## config.mk

```make
export PLATFORM = sky130hd
export DESIGN_NAME = eth_link_speed_ctrl
export DESIGN_NICKNAME = d
export VERILOG_FILES = /design/src/rtl/eth_ctrl_pkg.sv /design/src/rtl/mdio_master.sv /design/src/rtl/eth_link_speed_ctrl.sv
export SDC_FILE = /design/constraint.sdc
export NUM_CORES = 1
export LEC_CHECK = 0
export CORE_ASPECT_RATIO = 0.5
export CORE_MARGIN = 1
export CORE_UTILIZATION = 30
export DETAILED_ROUTE_END_ITERATION = 10
export GPL_ROUTABILITY_DRIVEN = 0
export PLACE_DENSITY = 0.48
export SLEW_MARGIN = 20
export SYNTH_ARGS = -nofsm -noshare
export SYNTH_HDL_FRONTEND = slang
export SYNTH_SLANG_ARGS = --single-unit
```

## constraint.sdc

```tcl
create_clock -name peri_clock_clk -period 4.1 [get_ports peri_clock_clk]
set_clock_uncertainty 0.15 [all_clocks]
set_input_delay 0.615 -clock peri_clock_clk [delete_from_list [all_inputs] [get_ports peri_clock_clk]]
set_output_delay 0.615 -clock peri_clock_clk [all_outputs]
set_load 0.01 [all_outputs]
```

## src/rtl/eth_ctrl_pkg.sv

```systemverilog
// Shared definitions for the Ethernet link-speed controller.
//   speed_t    : MAC speed encoding driven to the GMII-RGMII converter
//   state_t    : controller FSM states (the MDIO phases are reported by mdio_master)
//   MDIO_*     : clause-22 start and read-opcode fields
//   STAT_*     : bit positions in the PHY status register
//   BIT_*      : frame bit indices where each MDIO field begins
package eth_ctrl_pkg;

  typedef enum logic [1:0] {
    SPEED_10      = 2'b00,
    SPEED_100     = 2'b01,
    SPEED_1000    = 2'b10,
    SPEED_INVALID = 2'b11
  } speed_t;

  typedef enum logic [2:0] {
    ST_IDLE,
    ST_PRE,
    ST_CMD,
    ST_TA,
    ST_DATA,
    ST_DECODE,
    ST_CONV_RST
  } state_t;

  localparam logic [1:0] MDIO_START   = 2'b01;
  localparam logic [1:0] MDIO_OP_READ = 2'b10;

  localparam int STAT_LINK_BIT  = 10;
  localparam int STAT_SPEED_MSB = 15;
  localparam int STAT_SPEED_LSB = 14;

  // 64-bit frame: 32 preamble, 14 command bits, 2 turnaround, 16 data
  localparam logic [5:0] BIT_CMD_FIRST  = 6'd32;
  localparam logic [5:0] BIT_TA_FIRST   = 6'd46;
  localparam logic [5:0] BIT_DATA_FIRST = 6'd48;
  localparam logic [5:0] BIT_LAST       = 6'd63;

endpackage

```

## src/rtl/mdio_master.sv

```systemverilog
// Clause-22 MDIO read engine.
//   start            : begin a read (ignored while busy)
//   phy_addr/reg_addr: captured when start is accepted
//   mdio_i           : sampled on MDC rising edges during the data bits
//   mdc/mdio_o/oe    : pad side; mdio_o only changes as MDC falls
//   busy             : high for the whole 64-bit frame
//   done             : one-cycle pulse after the last data bit; data valid then
//   phase            : which frame field is on the wire (ST_IDLE when idle)
module mdio_master
  import eth_ctrl_pkg::*;
#(
  parameter int CLK_DIV = 25
) (
  input  logic        peri_clock_clk,
  input  logic        peri_reset_reset_n,
  input  logic        start,
  input  logic [4:0]  phy_addr,
  input  logic [4:0]  reg_addr,
  input  logic        mdio_i,
  output logic        mdc,
  output logic        mdio_o,
  output logic        mdio_oe,
  output logic        busy,
  output logic        done,
  output logic [15:0] data,
  output state_t      phase
);

  localparam int DIV_W = (CLK_DIV > 1) ? $clog2(CLK_DIV) : 1;

  logic [DIV_W-1:0] div_cnt;
  logic [5:0]       bit_cnt;
  logic [5:0]       next_bit;
  logic [13:0]      cmd_sh;
  logic             half_done;

  assign next_bit  = bit_cnt + 6'd1;
  assign half_done = (div_cnt == DIV_W'(CLK_DIV - 1));

  always_ff @(posedge peri_clock_clk or negedge peri_reset_reset_n) begin
    if (!peri_reset_reset_n) begin
      div_cnt <= '0;
      bit_cnt <= '0;
      cmd_sh  <= '0;
      data    <= '0;
      mdc     <= 1'b0;
      mdio_o  <= 1'b1;
      mdio_oe <= 1'b0;
      busy    <= 1'b0;
      done    <= 1'b0;
    end else begin
      done <= 1'b0;
      if (!busy) begin
        div_cnt <= '0;
        mdc     <= 1'b0;
        if (start) begin
          busy    <= 1'b1;
          bit_cnt <= '0;
          cmd_sh  <= {MDIO_START, MDIO_OP_READ, phy_addr, reg_addr};
          mdio_o  <= 1'b1;          // first preamble bit
          mdio_oe <= 1'b1;
        end
      end else if (half_done) begin
        div_cnt <= '0;
        mdc     <= ~mdc;
        if (!mdc) begin
          // rising edge: PHY data is stable here
          if (bit_cnt >= BIT_DATA_FIRST) data <= {data[14:0], mdio_i};
        end else if (bit_cnt == BIT_LAST) begin
          // falling edge closing the last data bit ends the frame
          busy    <= 1'b0;
          done    <= 1'b1;
          mdio_o  <= 1'b1;
          mdio_oe <= 1'b0;
        end else begin
          // falling edge: present the next bit
          bit_cnt <= next_bit;
          mdio_oe <= (next_bit < BIT_TA_FIRST);
          if (next_bit >= BIT_CMD_FIRST && next_bit < BIT_TA_FIRST) begin
            mdio_o <= cmd_sh[13];
            cmd_sh <= {cmd_sh[12:0], 1'b0};
          end else begin
            mdio_o <= 1'b1;
          end
        end
      end else begin
        div_cnt <= div_cnt + 1'b1;
      end
    end
  end

  always_comb begin
    phase = ST_IDLE;
    if (busy) begin
      if (bit_cnt < BIT_CMD_FIRST)       phase = ST_PRE;
      else if (bit_cnt < BIT_TA_FIRST)   phase = ST_CMD;
      else if (bit_cnt < BIT_DATA_FIRST) phase = ST_TA;
      else                               phase = ST_DATA;
    end
  end

endmodule

```

## src/rtl/eth_link_speed_ctrl.sv

```systemverilog
// Polls the PHY status register over MDIO, debounces link/speed and sequences
// the GMII-RGMII converter (speed select + reset pulse) on applied changes.
//   poll_en            : enables the periodic poll timer
//   phy_addr           : PHY address for each read
//   mdio_i/mdc/mdio_o/mdio_oe : MDIO pads
//   mac_speed          : 00=10M 01=100M 10=1000M to the converter
//   gmii_rst_n         : converter reset, held low while link is down
//   link_up            : debounced link state
//   speed_chg          : one-cycle pulse as the converter leaves reset
//   busy               : MDIO frame in progress
module eth_link_speed_ctrl
  import eth_ctrl_pkg::*;
#(
  parameter int         CLK_DIV     = 25,
  parameter int         POLL_CYCLES = 5000000,
  parameter logic [4:0] STAT_REG    = 5'h11,
  parameter int         RST_CYCLES  = 256
) (
  input  logic       peri_clock_clk,
  input  logic       peri_reset_reset_n,
  input  logic       poll_en,
  input  logic [4:0] phy_addr,
  input  logic       mdio_i,
  output logic       mdc,
  output logic       mdio_o,
  output logic       mdio_oe,
  output logic [1:0] mac_speed,
  output logic       gmii_rst_n,
  output logic       link_up,
  output logic       speed_chg,
  output logic       busy
);

  localparam int TMR_W = $clog2(POLL_CYCLES + 1);
  localparam int RST_W = $clog2(RST_CYCLES + 1);

  state_t           state;
  state_t           mm_phase;
  logic             mm_done;
  logic [15:0]      mm_data;
  logic [TMR_W-1:0] timer;
  logic [RST_W-1:0] rst_cnt;
  logic             poll_fire;
  logic             rd_link;
  logic [1:0]       rd_speed;
  logic [2:0]       hist;       // last valid {link, speed}
  logic             hist_vld;
  logic             agree;
  logic             unused_stat_bits;

  // Free-running while enabled; a tick landing outside IDLE is simply skipped.
  always_ff @(posedge peri_clock_clk or negedge peri_reset_reset_n) begin
    if (!peri_reset_reset_n)  timer <= '0;
    else if (poll_en)         timer <= (timer == TMR_W'(POLL_CYCLES - 1)) ? '0 : timer + 1'b1;
  end

  assign poll_fire = poll_en && (timer == TMR_W'(POLL_CYCLES - 1)) && (state == ST_IDLE);

  mdio_master #(.CLK_DIV(CLK_DIV)) u_mdio (
    .peri_clock_clk     (peri_clock_clk),
    .peri_reset_reset_n (peri_reset_reset_n),
    .start              (poll_fire),
    .phy_addr           (phy_addr),
    .reg_addr           (STAT_REG),
    .mdio_i             (mdio_i),
    .mdc                (mdc),
    .mdio_o             (mdio_o),
    .mdio_oe            (mdio_oe),
    .busy               (busy),
    .done               (mm_done),
    .data               (mm_data),
    .phase              (mm_phase)
  );

  assign rd_link  = mm_data[STAT_LINK_BIT];
  assign rd_speed = mm_data[STAT_SPEED_MSB:STAT_SPEED_LSB];
  assign agree    = hist_vld && (hist == {rd_link, rd_speed});
  // Remaining status bits carry nothing this block acts on.
  assign unused_stat_bits = ^{mm_data[13:11], mm_data[9:0]};

  always_ff @(posedge peri_clock_clk or negedge peri_reset_reset_n) begin
    if (!peri_reset_reset_n) begin
      state      <= ST_IDLE;
      mac_speed  <= SPEED_1000;
      gmii_rst_n <= 1'b0;
      link_up    <= 1'b0;
      speed_chg  <= 1'b0;
      hist       <= '0;
      hist_vld   <= 1'b0;
      rst_cnt    <= '0;
    end else begin
      speed_chg <= 1'b0;
      unique case (state)
        ST_IDLE: if (poll_fire) state <= ST_PRE;
        ST_PRE, ST_CMD, ST_TA, ST_DATA: begin
          // track the engine's field so state mirrors the wire
          if (mm_done)                    state <= ST_DECODE;
          else if (mm_phase != ST_IDLE)   state <= mm_phase;
        end
        ST_DECODE: begin
          state <= ST_IDLE;
          if (rd_speed != SPEED_INVALID) begin
            hist     <= {rd_link, rd_speed};
            hist_vld <= 1'b1;
            if (agree && rd_link && (!link_up || rd_speed != mac_speed)) begin
              mac_speed  <= rd_speed;
              link_up    <= 1'b1;
              gmii_rst_n <= 1'b0;
              rst_cnt    <= '0;
              state      <= ST_CONV_RST;
            end else if (agree && !rd_link && link_up) begin
              // link lost: park the converter in reset, keep the old speed
              link_up    <= 1'b0;
              gmii_rst_n <= 1'b0;
            end
          end
        end
        ST_CONV_RST: begin
          if (rst_cnt == RST_W'(RST_CYCLES - 1)) begin
            gmii_rst_n <= 1'b1;
            speed_chg  <= 1'b1;
            state      <= ST_IDLE;
          end else begin
            rst_cnt <= rst_cnt + 1'b1;
          end
        end
        default: state <= ST_IDLE;
      endcase
    end
  end

endmodule

```

==> impl_metrics.py <==
metrics = {
    "status": {
        "status": "completed",
    },
    "routing": {
        "ant_nets": 0,
        "routed-wl-met2_mm": 3.58,
        "vias_per_cell": 4.79,
        "first_pass_iters": 4,
        "wl_met1_mm": 4.42,
        "route.detailed.drc": 0,
        "wl_met3_um": 358,
        "wl_per_cell_um": 13.4,
        "drt-total-wl_mm": 8.43,
        "via_count": 3011,
        "first_iter_violations": 221,
        "top_layer": "met4",
    },
    "die": {
        "num_io_pins": 18,
        "core-area_mm2": 0.0138,
        "die_h_um": 86.9,
        "die_area_mm2": 0.0149,
        "die_x_um": 172,
        "num_rows": 30,
        "start_util_pct": 31.3,
    },
    "yosys": {
        "seq_area_frac_synth_pct": 52.1,
        "synth-edff-count": 0,
        "synth_common_cells": "88 x dfrtp_1, 39 x nand2_1, 33 x nor2_1, 28 x o21ai_0, 21 x mux2_2",
        "ys_seq_elements": 90,
        "yosysWarnings": 0,
        "postSynthCellCount": 412,
        "syn_area_mm2": 0.00433,
        "yosysTopAreaCell": "dfrtp_1",
        "synth_fp_nets": 427,
        "synth_area_per_cell_um2": 10.5,
        "ys.flop_type": "dfrtp_1",
        "synth_area_leaders": "dfrtp_1 51%, mux2_2 5.5%, xor2_1 3.4%",
        "synth_cell_type_count": 56,
        "synth_top_cell_area_share_pct": 50.9,
        "async_flop_share_pct": 100,
        "synth_most_common_cell": "dfrtp_1",
    },
    "cts": {
        "cts_made_buffers": 9,
        "cts_tree": "built",
        "cts_num_sinks": 90,
        "postCtsSetupRepairBufs": 0,
        "cts_root_buf": "clkbuf_16",
        "cts.path.max_buffers": 2,
        "cts-htree-levels": 3,
        "clk_pin_slew_ps": 60,
        "clk-insertion-delay-late_ps": 340,
        "ctsHoldBuffers": 0,
        "cts_resized": 0,
    },
    "critical_path": {
        "worstSetupEndpointType": "register",
        "worstPathRequired_ps": 4230,
        "crit_fanout": 13,
        "r2r_slack_ps": 1390,
        "path_cells": "clkdlybuf4s50_1 > nand3_2 > nor4_4 > a31oi_2 > a31oi_4 > o221a_2",
        "critical_path.max_stage_delay_ps": 650,
        "timing_worst_setup_path_type": "in2reg",
        "crit_slowest_cell": "nor4_4",
        "crit_arrival_ps": 2870,
        "crit_path_start_kind": "input pin",
    },
    "finish": {
        "area_growth_pct": 16.9,
        "drive_gt1_share_pct": 14.2,
        "utilization_pct": 36.6,
        "nets": 446,
        "antenna_cells": 0,
    },
    "timing": {
        "slew_headroom_pct": 48.8,
        "tightest_slew_ps": 765,
        "setup_tns_ps": 0,
        "hold_viol": 0,
        "final_max_slew_viol_count": 0,
        "fin_crit_ps": 2740,
        "period_share_pct": 66.7,
        "setup_viol": 0,
        "rsz0062_at_grt": "false",
        "max_freq_mhz": 365,
    },
    "worst_hold_path": {
        "hold_class": "in2async",
    },
    "power": {
        "peakVddDrop_uv": 165,
        "leakage_nw": 2.20,
        "finalPower_mw": 1.99,
        "power_density_mw_per_mm2": 393,
    },
    "placed_design": {
        "port_buffers": 17,
        "hpwl_mm": 5.79,
    },
    "global_routing": {
        "grt_pass1_wl_mm": 14.8,
        "first_global_vias": 2987,
        "grtUsageTotal_pct": 12.8,
        "antenna_found_initial": 0,
        "grt_overflow": 0,
        "grt_max_degree": 40,
    },
    "run": {
        "maxCapViolCount": 0,
    },
}
[per-layer routing]
metal / vias up / track usage [%]
li1: 1495 / -
met1: 1472 / 17.5
met2: 36 / 19.4
met3: 8 / 4.04
met4: 0 / 3.62
met5: - / 0
[through the flow]
step / cells / hold slack [ps] / setup slack [ps] / area (um2)
3_5_place_dp: 612 / 311 / 1010 / 4700
4_1_cts: 628 / 102 / 1360 / 5050
2_1_floorplan: 412 / 169 / 1880 / 4330
3_3_place_gp: 612 / 310 / 1080 / 4700
5_1_grt: 628 / 123 / 1160 / 5060
6_report: 628 / 91.7 / 1360 / 5060
[kinds of logic (layout without fill, tap and decap cells)]
family / after synthesis / count (layout) / share of synthesized area [%]
AND/OR/NAND/NOR: 156 / 156 / 19.8
buffers and inverters: 32 / 56 / 3.12
XOR/XNOR: 28 / 28 / 5.67
AO/OA/AOI/OAI: 79 / 79 / 12.1
multiplexers: 21 / 21 / 5.47
flip-flops: 90 / 90 / 52.1
adder cells (fa/ha/maj): 6 / 6 / 1.74
[where the power goes]
| part | switching [mW] | internal, mW | total (mW) |
|---|---|---|---|
| Combinational | 0.0466 | 0.0306 | 0.0772 |
| Sequential | 0.0334 | 0.911 | 0.944 |
| Clock | 0.339 | 0.629 | 0.968 |
[final cells by class]
class                      count  area, um2
inverter                      19       71.3
clock inverter                 4       97.6
multi-input combinational    290       1940
clock buffer                  12        256
sequential                    90       2250
tap                          192        240
fill                        1391       8760
timing repair buffer          21        198
[flip-flops by register name, summed over array words and instances, names as in the netlist, 2 cells and up]
name	cells
hist	3
mac_speed	2
rst_cnt	9
state	3
timer	23
u_mdio.bit_cnt	6
u_mdio.cmd_sh	14
u_mdio.data	16
u_mdio.div_cnt	5
[cell usage in the layout (no fill, tap or decap), drive strengths merged, types with 4 or more instances in the layout]
cell	n
o31ai	5
o22a	4
nor3	10
and3	8
ha	6
and2	4
inv	19
xnor2	11
o22ai	7
xor2	17
nor4	4
buf	5
clkdlybuf4s50	16
mux2	21
clkbuf	12
and4	4
or3	6
o21ai	29
nand2	39
o221a	4
nand3	15
or2b	4
dfrtp	88
nand4	9
nand4b	4
a21oi	15
a31oi	5
nor2	33
[critical path: cells and delay by family]
| kind | cells | cell delay [ps] |
|---|---|---|
| buffers and inverters | 1 | 620 |
| AO/OA/AOI/OAI | 3 | 750 |
| AND/OR/NAND/NOR | 2 | 880 |
[path summary, 6_finish.rpt]
| kind | cells past startpoint | endpoint | from |
|---|---|---|---|
| min in group peri_clock_clk | 1 | hist_vld$_DFFE_PN0P_ | hist_vld$_DFFE_PN0P_ |
| max reg2reg | 7 | u_mdio.cmd_sh[7]$_DFFE_PN0P_ | timer[0]$_DFFE_PN0P_ |
| max | 6 | u_mdio.cmd_sh[7]$_DFFE_PN0P_ | poll_en |
| min reg2reg | 1 | hist_vld$_DFFE_PN0P_ | hist_vld$_DFFE_PN0P_ |
| min | 1 | timer[7]$_DFFE_PN0P_ | peri_reset_reset_n |
| max in group asynchronous | 2 | u_mdio.mdio_o$_DFFE_PN1P_ | peri_reset_reset_n |
Power figures use the tool's default switching activity.
